$ cat config.mk
export PLATFORM = sky130hd
export DESIGN_NAME = boot_loader
export DESIGN_NICKNAME = d
export VERILOG_FILES = /design/src/rtl/boot_loader.sv
export SDC_FILE = /design/constraint.sdc
export NUM_CORES = 1
export LEC_CHECK = 0
export CORE_MARGIN = 5
export CORE_UTILIZATION = 30
export CTS_CLUSTER_DIAMETER = 30
export DETAILED_ROUTE_END_ITERATION = 8
export PLACE_DENSITY_LB_ADDON = 0.15
export SKIP_LAST_GASP = 1
export SLEW_MARGIN = 20
export SYNTH_ARGS = -nofsm -noshare
export SYNTH_HDL_FRONTEND = slang
export SYNTH_SLANG_ARGS = --single-unit
export TNS_END_PERCENT = 5
$ cat constraint.sdc
create_clock -name i_clk -period 9.4 [get_ports i_clk]
set_input_delay 1.88 -clock i_clk [delete_from_list [all_inputs] [get_ports i_clk]]
set_output_delay 1.88 -clock i_clk [all_outputs]
set_load 0.005 [all_outputs]
$ cat src/rtl/boot_loader.sv
// boot_loader: receives a big-endian byte count and a program image over UART,
// packs it into little-endian 32-bit words written to instruction memory from
// word 0, acknowledges the host, then releases the CPU.

// One byte lane of the word assembly buffer. Clear has priority so the lane
// that completes a word starts the next word empty.
module boot_loader_lane (
  input  logic       i_clk,
  input  logic       i_rst,
  input  logic       i_wr,
  input  logic       i_clr,
  input  logic [7:0] i_byte,
  output logic [7:0] o_byte
);
  logic [7:0] r_byte;

  // Hold one received byte until its word is written.
  always_ff @(posedge i_clk or posedge i_rst) begin
    if (i_rst)      r_byte <= 8'h00;
    else if (i_clr) r_byte <= 8'h00;
    else if (i_wr)  r_byte <= i_byte;
  end

  assign o_byte = r_byte;
endmodule

module boot_loader #(
  parameter int          ADDR_W    = 10,
  parameter int          MAX_BYTES = 4096,
  parameter logic [7:0]  ACK_OK    = 8'hAA,
  parameter logic [7:0]  ACK_ERR   = 8'hEE
) (
  input  logic              i_clk,
  input  logic              i_rst,
  input  logic [7:0]        i_rx_data,
  input  logic              i_rx_valid,
  input  logic              i_tx_busy,
  output logic [7:0]        o_tx_data,
  output logic              o_tx_start,
  output logic              o_imem_we,
  output logic [ADDR_W-1:0] o_imem_addr,
  output logic [31:0]       o_imem_wdata,
  output logic              o_cpu_run,
  output logic              o_load_err
);
  localparam int NUM_LANES = 4;

  typedef enum logic [2:0] {S_SIZE, S_DATA, S_ACK, S_RUN, S_ERR} state_t;

  state_t                      r_state, w_state_nx;
  logic [31:0]                 r_size;
  logic [1:0]                  r_szcnt;
  logic [31:0]                 r_cnt;
  logic                        r_done;
  logic                        r_we;
  logic [ADDR_W-1:0]           r_addr;
  logic [31:0]                 r_wdata;
  logic                        r_err_sent;

  logic [31:0]                 w_size_nx;
  logic                        w_acc, w_final, w_complete;
  logic                        w_tx_start;
  logic [7:0]                  w_tx_data;
  logic [NUM_LANES-1:0][7:0]   w_buf, w_word;

  assign w_size_nx  = {r_size[23:0], i_rx_data};
  // Bytes past the final one are ignored while the last word drains.
  assign w_acc      = i_rx_valid && (r_state == S_DATA) && !r_done;
  assign w_final    = w_acc && ((r_cnt + 32'd1) == r_size);
  assign w_complete = w_acc && ((r_cnt[1:0] == 2'd3) || w_final);

  // Byte lanes; the word presented for writing merges in the incoming byte so
  // the completing byte needs no extra cycle.
  genvar l;
  generate
    for (l = 0; l < NUM_LANES; l++) begin : g_lane
      logic w_sel;
      assign w_sel = w_acc && (r_cnt[1:0] == 2'(l));
      boot_loader_lane u_lane (
        .i_clk  (i_clk),
        .i_rst  (i_rst),
        .i_wr   (w_sel),
        .i_clr  (w_complete),
        .i_byte (i_rx_data),
        .o_byte (w_buf[l])
      );
      assign w_word[l] = w_sel ? i_rx_data : w_buf[l];
    end
  endgenerate

  // State register.
  always_ff @(posedge i_clk or posedge i_rst) begin
    if (i_rst) r_state <= S_SIZE;
    else       r_state <= w_state_nx;
  end

  // Next state and transmit request; tx_start is gated by tx_busy directly so
  // it can never overlap a busy transmitter.
  always_comb begin
    w_state_nx = r_state;
    w_tx_start = 1'b0;
    w_tx_data  = 8'h00;
    case (r_state)
      S_SIZE: begin
        if (i_rx_valid && (r_szcnt == 2'd3)) begin
          if (w_size_nx > 32'(MAX_BYTES)) w_state_nx = S_ERR;
          else if (w_size_nx == 32'd0)    w_state_nx = S_ACK;
          else                            w_state_nx = S_DATA;
        end
      end
      S_DATA: begin
        // Leave only after the final write pulse has been presented.
        if (r_we && r_done) w_state_nx = S_ACK;
      end
      S_ACK: begin
        w_tx_data = ACK_OK;
        if (!i_tx_busy) begin
          w_tx_start = 1'b1;
          w_state_nx = S_RUN;
        end
      end
      S_RUN: begin
        w_tx_data = ACK_OK;
      end
      S_ERR: begin
        w_tx_data = ACK_ERR;
        if (!i_tx_busy && !r_err_sent) w_tx_start = 1'b1;
      end
      default: w_state_nx = S_SIZE;
    endcase
  end

  // Size shifter, byte counter and registered instruction-memory write port.
  always_ff @(posedge i_clk or posedge i_rst) begin
    if (i_rst) begin
      r_size     <= '0;
      r_szcnt    <= '0;
      r_cnt      <= '0;
      r_done     <= 1'b0;
      r_we       <= 1'b0;
      r_addr     <= '0;
      r_wdata    <= '0;
      r_err_sent <= 1'b0;
    end else begin
      if ((r_state == S_SIZE) && i_rx_valid) begin
        r_size  <= w_size_nx;
        r_szcnt <= r_szcnt + 2'd1;
      end
      r_we <= w_complete;
      if (w_complete) r_wdata <= w_word;
      if (r_we)       r_addr  <= r_addr + 1'b1;
      if (w_acc)      r_cnt   <= r_cnt + 32'd1;
      if (w_final)    r_done  <= 1'b1;
      if (w_tx_start && (r_state == S_ERR)) r_err_sent <= 1'b1;
    end
  end

  assign o_tx_start   = w_tx_start;
  assign o_tx_data    = w_tx_data;
  assign o_imem_we    = r_we;
  assign o_imem_addr  = r_addr;
  assign o_imem_wdata = r_wdata;
  assign o_cpu_run    = (r_state == S_RUN);
  assign o_load_err   = (r_state == S_ERR);
endmodule

Yosys cells after proc, flatten, opt, wreduce, memory -nomap -nowiden
Index checks and enable logic that the tools add are counted.
W data, S select, Z words.
- add/subtract/negate cells: 3
- $lt $le $gt $ge: 1
- eq/ne operators: 12
- multiplexer cells: 18
- bitwise gates (word level): 1
- reduce and logical (&&, ||, !) cells: 23
- operators by type and width (kind ; number):
    $mux W8 ; 8
    $add A32 B1 Y32 const B ; 1
    $eq A32 B32 Y1 ; 1
    $gt A32 B13 Y1 const B ; 1
    $logic_not A32 Y1 ; 1
    $pmux W8 S2 ; 1
    $logic_and A1 B1 Y1 ; 13
    $mux W3 ; 4
    $pmux W3 S4 ; 1
    $add A10 B1 Y10 const B ; 1
    $eq A2 B2 Y1 const B ; 3
    $eq A3 B2 Y1 const B ; 2
    $ne A2 B2 Y1 const B ; 2
    $reduce_and A4 Y1 ; 1
    $reduce_or A2 Y1 ; 2
    $eq A3 B1 Y1 const B ; 1
    $eq A3 B3 Y1 const B ; 1
    $logic_not A1 Y1 ; 3
    $logic_not A3 Y1 ; 1
    $add A2 B1 Y2 const B ; 1
    $eq A2 B1 Y1 const B ; 1
    $logic_not A2 Y1 ; 1
    $mux W1 ; 2
    $mux W2 ; 1
    other kinds (4) ; 4
- register bits after elaboration: 146
- input port bits: 12
- output and inout port bits: 54
- logic and storage cells: 71

Longest topological paths before layout
- word-level depth: 7
- mapped depth: 14
- mapped depth without buffers: 9

By module
A second synthesis with hierarchy kept.
- cells, all modules: 696
- area total of the unflattened synthesis: 7631.1 um^2
- by module, submodules not included (module ; instances ; cells each ; area an instance (um^2) ; seq. area each (um^2)):
    boot_loader ; 1 ; 588 ; 6314.8 ; 2852.7
    boot_loader_lane ; 4 ; 27 ; 329.1 ; 200.2

Worst setup path before layout
OpenSTA, ideal clock, no wires.
- path kind: input port to output port
- from: input port i_tx_busy
- to: output port o_tx_start
- arrival: 2.083 ns
- data required time: 7.520 ns
- slack: 5.437 ns
- stages: 1
- buffers on the path: 0
- path through: a211oi_1
- word-level cells in the longest chain between the ends: 4
- elaborated cells on any way between the ends: 5
- classes of those cells: 3 x mux; 2 x reduce/logical
- RTL lines (element ; line ; source):
    start, declared ; 37 ; input logic i_tx_busy,
    $logic_not A1 Y1 ; 127 ; if (!i_tx_busy && !r_err_sent) w_tx_start = 1'b1;
    $logic_and A1 B1 Y1 ; 127 ;
    $mux W1 ; 127 ;
    $pmux W1 S2 * ; 103 ; case (r_state)
    end, declared ; 39 ; output logic o_tx_start,
Every way passes the cells marked *; elsewhere a longest branch is shown, timed or not.

Worst setup path in the final report
Ends and elaborated chain as after synthesis.

==> reports/results.ini <==
[logic_synthesis]
yosysSeqAreaShare_pct = 49.3
syn_inst = 693
synth.cell_area_mm2 = 0.00742
synth-edff-count = 0
async_reset_ff_share_pct = 100
ys_types = 63
ys_warn_count = 0
syn_area_per_cell_um2 = 10.7
synth_flop_cell = dfrtp_1
ys_seq_elements = 146

[drt]
wl_per_cell_um = 17.5
ant_nets = 0
viasPerCell = 4.96
totalWireLength_um = 18700
firstDrtPassIters = 5
vias = 5309
drtIter0Drc = 334
drc = 0

[clock_network]
ctsResizeCount = 0
cts_made_buffers = 17
cts-root-buf = clkbuf_16
htreeDepth = 4
clock-sinks = 146
cts_tree = built
clk_path_buf_depth = 2
clkLatencyLatePin_ns = 0.43
postCtsSetupBuffers = 0
hold_buffers = 0
clk_pin_slew_ns = 0.08

[timing]
setup_tns_ns = 0
max_freq_mhz = 202
slew_viol_final = 0
fin_crit_sh_pct = 52.6
layout_min_cycle_time_ns = 4.94
rsz0062_at_grt = false
finalSetupViolCount = 0
worst_slack_ns = 4.46
worst_slew_pin_slew_ns = 0.945
finClkSkew_ns = 0.0256
relSlewSlack_pct = 37.0
final_hold_viol_count = 0

[placed_design]
dp_hpwl_um = 12900
detailedPlace.worstSlack_ns = 4.10
place_congestion = 0.858
port_buffers = 63

[critical_path]
crit_family = buffers and inverters
cp.depth = 3
ff2ff_setup_slack_ns = 5.02
crit_top_cell = clkdlybuf4s50_1
cp.arrival_ns = 3.06
worst_ep_required_time_ns = 7.52
timing.rr.end = o_imem_wdata[9]$_DFFE_PP0P_
cp_slowest_cell = clkdlybuf4s50_1
r2r_cells = 9
start_kind = primary input
r2r-start = r_cnt[5]$_DFFE_PP0P_
crit_fanout = 3
crit_chain = clkdlybuf4s50_1 -> a211oi_1 -> clkdlybuf4s50_1
slowest_delay_ns = 0.54
endpoint_kind = output port
crit_type = in -> out
worst-path-buf-inv = 2

[finish]
area_growth_syn_to_layout_pct = 19.3
nets = 752
drive_gt1_share_pct = 12.4
regArea_mm2 = 0.00365
fillers = 2388
multiInputGateArea_mm2 = 0.00338
antenna_cells = 0

[status]
outcome = completed

[floorplan]
start_util_pct = 30.5
die_area_mm2 = 0.0280
die_width_um = 167
coreArea_mm2 = 0.0243
fp-row-count = 57
fp.dieH_um = 167
io_pins = 66

[power]
pwr-share-seq_pct = 41.3
p_switching_uw = 662
combinationalPowerShare_pct = 24.5
p_sw_share_pct = 32.2
p_per_area_mw_per_mm2 = 233
intPower_mw = 1.40
p_leak_nw = 3.94
vdd_drop_max_v = 0.000105
pwr-share-clk_pct = 34.2

[global_routing]
gr-usage-all-layers_pct = 13.9
grt_pass1_wl_um = 31300
grt_pass1_vias = 5533
antenna_found_initial = 0
grt_max_degree = 76
grt_overflow = 0

[min_path]
hold_class = reg -> reg
whs_endpoint = r_err_sent$_DFFE_PP0P_
hold_path_depth = 1
hp-start = r_err_sent$_DFFE_PP0P_

[flow_run]
cap_violations = 0

==> area by class of cell <==
| cell class | instances | share of cell area (%) |
|---|---|---|
| Tap cell | 324 | 4.58 |
| Timing Repair Buffer | 66 | 7.38 |
| Multi-Input combinational cell | 471 | 38.2 |
| Clock inverter | 15 | 2.33 |
| Clock buffer | 17 | 4.81 |
| Sequential cell | 146 | 41.3 |
| Inverter | 32 | 1.41 |
==> layer usage <==
layer	wire, µm	global-route usage, %
met1	8880	19.0
met2	8610	21.5
met3	778	3.11
met4	458	5.15
met5	0	0
==> power groups by stage <==
| stage | Sequential (mW) | Clock (mW) | Combinational, mW |
|---|---|---|---|
| 6_report | 0.850 | 0.703 | 0.505 |
| 4_1_cts | 0.851 | 0.725 | 0.515 |
| 5_1_grt | 0.869 | 0.754 | 0.563 |
| 3_5_place_dp | 0.860 | 0 | 0.512 |
| 3_3_place_gp | 0.858 | 0 | 0.501 |
| 2_1_floorplan | 0.831 | 0 | 0.317 |
==> cells in the mapped netlist, types with 3 or more instances <==
library cell | n | area share [%]
dfrtp_1 | 146 | 49
nor2_1 | 58 | 2.9
mux2_2 | 44 | 6.7
nand2_1 | 44 | 2.2
xnor2_1 | 42 | 5.0
xor2_1 | 34 | 4.0
inv_1 | 32 | 1.6
mux2i_1 | 28 | 3.8
nor4_1 | 24 | 2.0
nand3_1 | 20 | 1.3
nand4_1 | 19 | 1.6
o21ai_0 | 18 | 1.2
nor3_1 | 16 | 1.1
buf_4 | 14 | 1.4
clkbuf_1 | 14 | 0.71
nor2b_1 | 13 | 1.1
a31oi_1 | 11 | 0.93
buf_2 | 11 | 0.74
a21oi_1 | 10 | 0.67
mux2_1 | 10 | 1.5
and4_1 | 8 | 0.94
and3_1 | 6 | 0.51
ha_1 | 6 | 1.0
and2_1 | 5 | 0.42
a211oi_1 | 4 | 0.40
o31ai_1 | 4 | 0.40
or3_1 | 4 | 0.34
buf_1 | 3 | 0.15
nand2b_1 | 3 | 0.25
o21a_1 | 3 | 0.30
==> registers in the layout, summed over array words and instances, names as in the netlist <==
name / count
o_imem_we: 1
r_done: 1
r_state: 3
g_lane.u_lane.o_byte: 32
o_imem_addr: 10
r_err_sent: 1
r_cnt: 32
o_imem_wdata: 32
r_szcnt: 2
r_size: 32
==> cell usage in the layout, fill, tap and decap left out, types with 11 or more instances in the layout <==
cell | synthesis | layout
inv_1 | 32 | 31
nor3_1 | 16 | 16
nand2_1 | 44 | 44
o21ai_0 | 18 | 18
xor2_1 | 34 | 34
dfrtp_1 | 146 | 146
nor4_1 | 24 | 24
nand4_1 | 19 | 19
xnor2_1 | 42 | 42
clkdlybuf4s50_1 | 0 | 63
a31oi_1 | 11 | 11
nand3_1 | 20 | 20
nor2_1 | 58 | 58
mux2_2 | 44 | 44
nor2b_1 | 13 | 13
mux2i_1 | 28 | 28
clkbuf_16 | 0 | 17
==> through the flow <==
step	instance area, µm²	hold WS [ns]	power, mW	std cells	util (%)
global route	8850	0.494	2.19	1071	36.4
CTS	8850	0.477	2.09	1071	36.4
floorplan	7420	0.436	1.15	694	-
finish	8850	0.469	2.06	1071	36.4
detailed placement	8220	0.455	1.37	1039	33.8
global placement	8220	0.452	1.36	1039	33.8
==> cell families (layout without fill, tap and decap cells) <==
family	Yosys count	after routing	share of synthesized area (%)
AOI/OAI and AO/OA	71	71	6.73
adders and majority gates	6	6	1.01
muxes	82	82	12.0
buffers and inverters	77	130	5.21
other	1	2	0.0506
DFF	146	146	49.3
and+or+nand+nor	234	234	16.8
xor gates and xnor gates	76	76	8.98
==> how the worst max path moves through the flow <==
stage               startpoint                                    to  slack (ns)
finish               i_tx_busy                            o_tx_start        4.46
global route        i_rx_valid           o_imem_wdata[7]$_DFFE_PP0P_        4.14
CTS                  i_tx_busy                            o_tx_start        4.45
detailed placement  i_rx_valid           o_imem_wdata[7]$_DFFE_PP0P_        4.10
global placement    i_rx_valid           o_imem_wdata[8]$_DFFE_PP0P_        4.17
floorplan                i_rst  g_lane[0].u_lane.o_byte[0]$_DFF_PP0_        3.60
(Power assumes the default switching activity.)
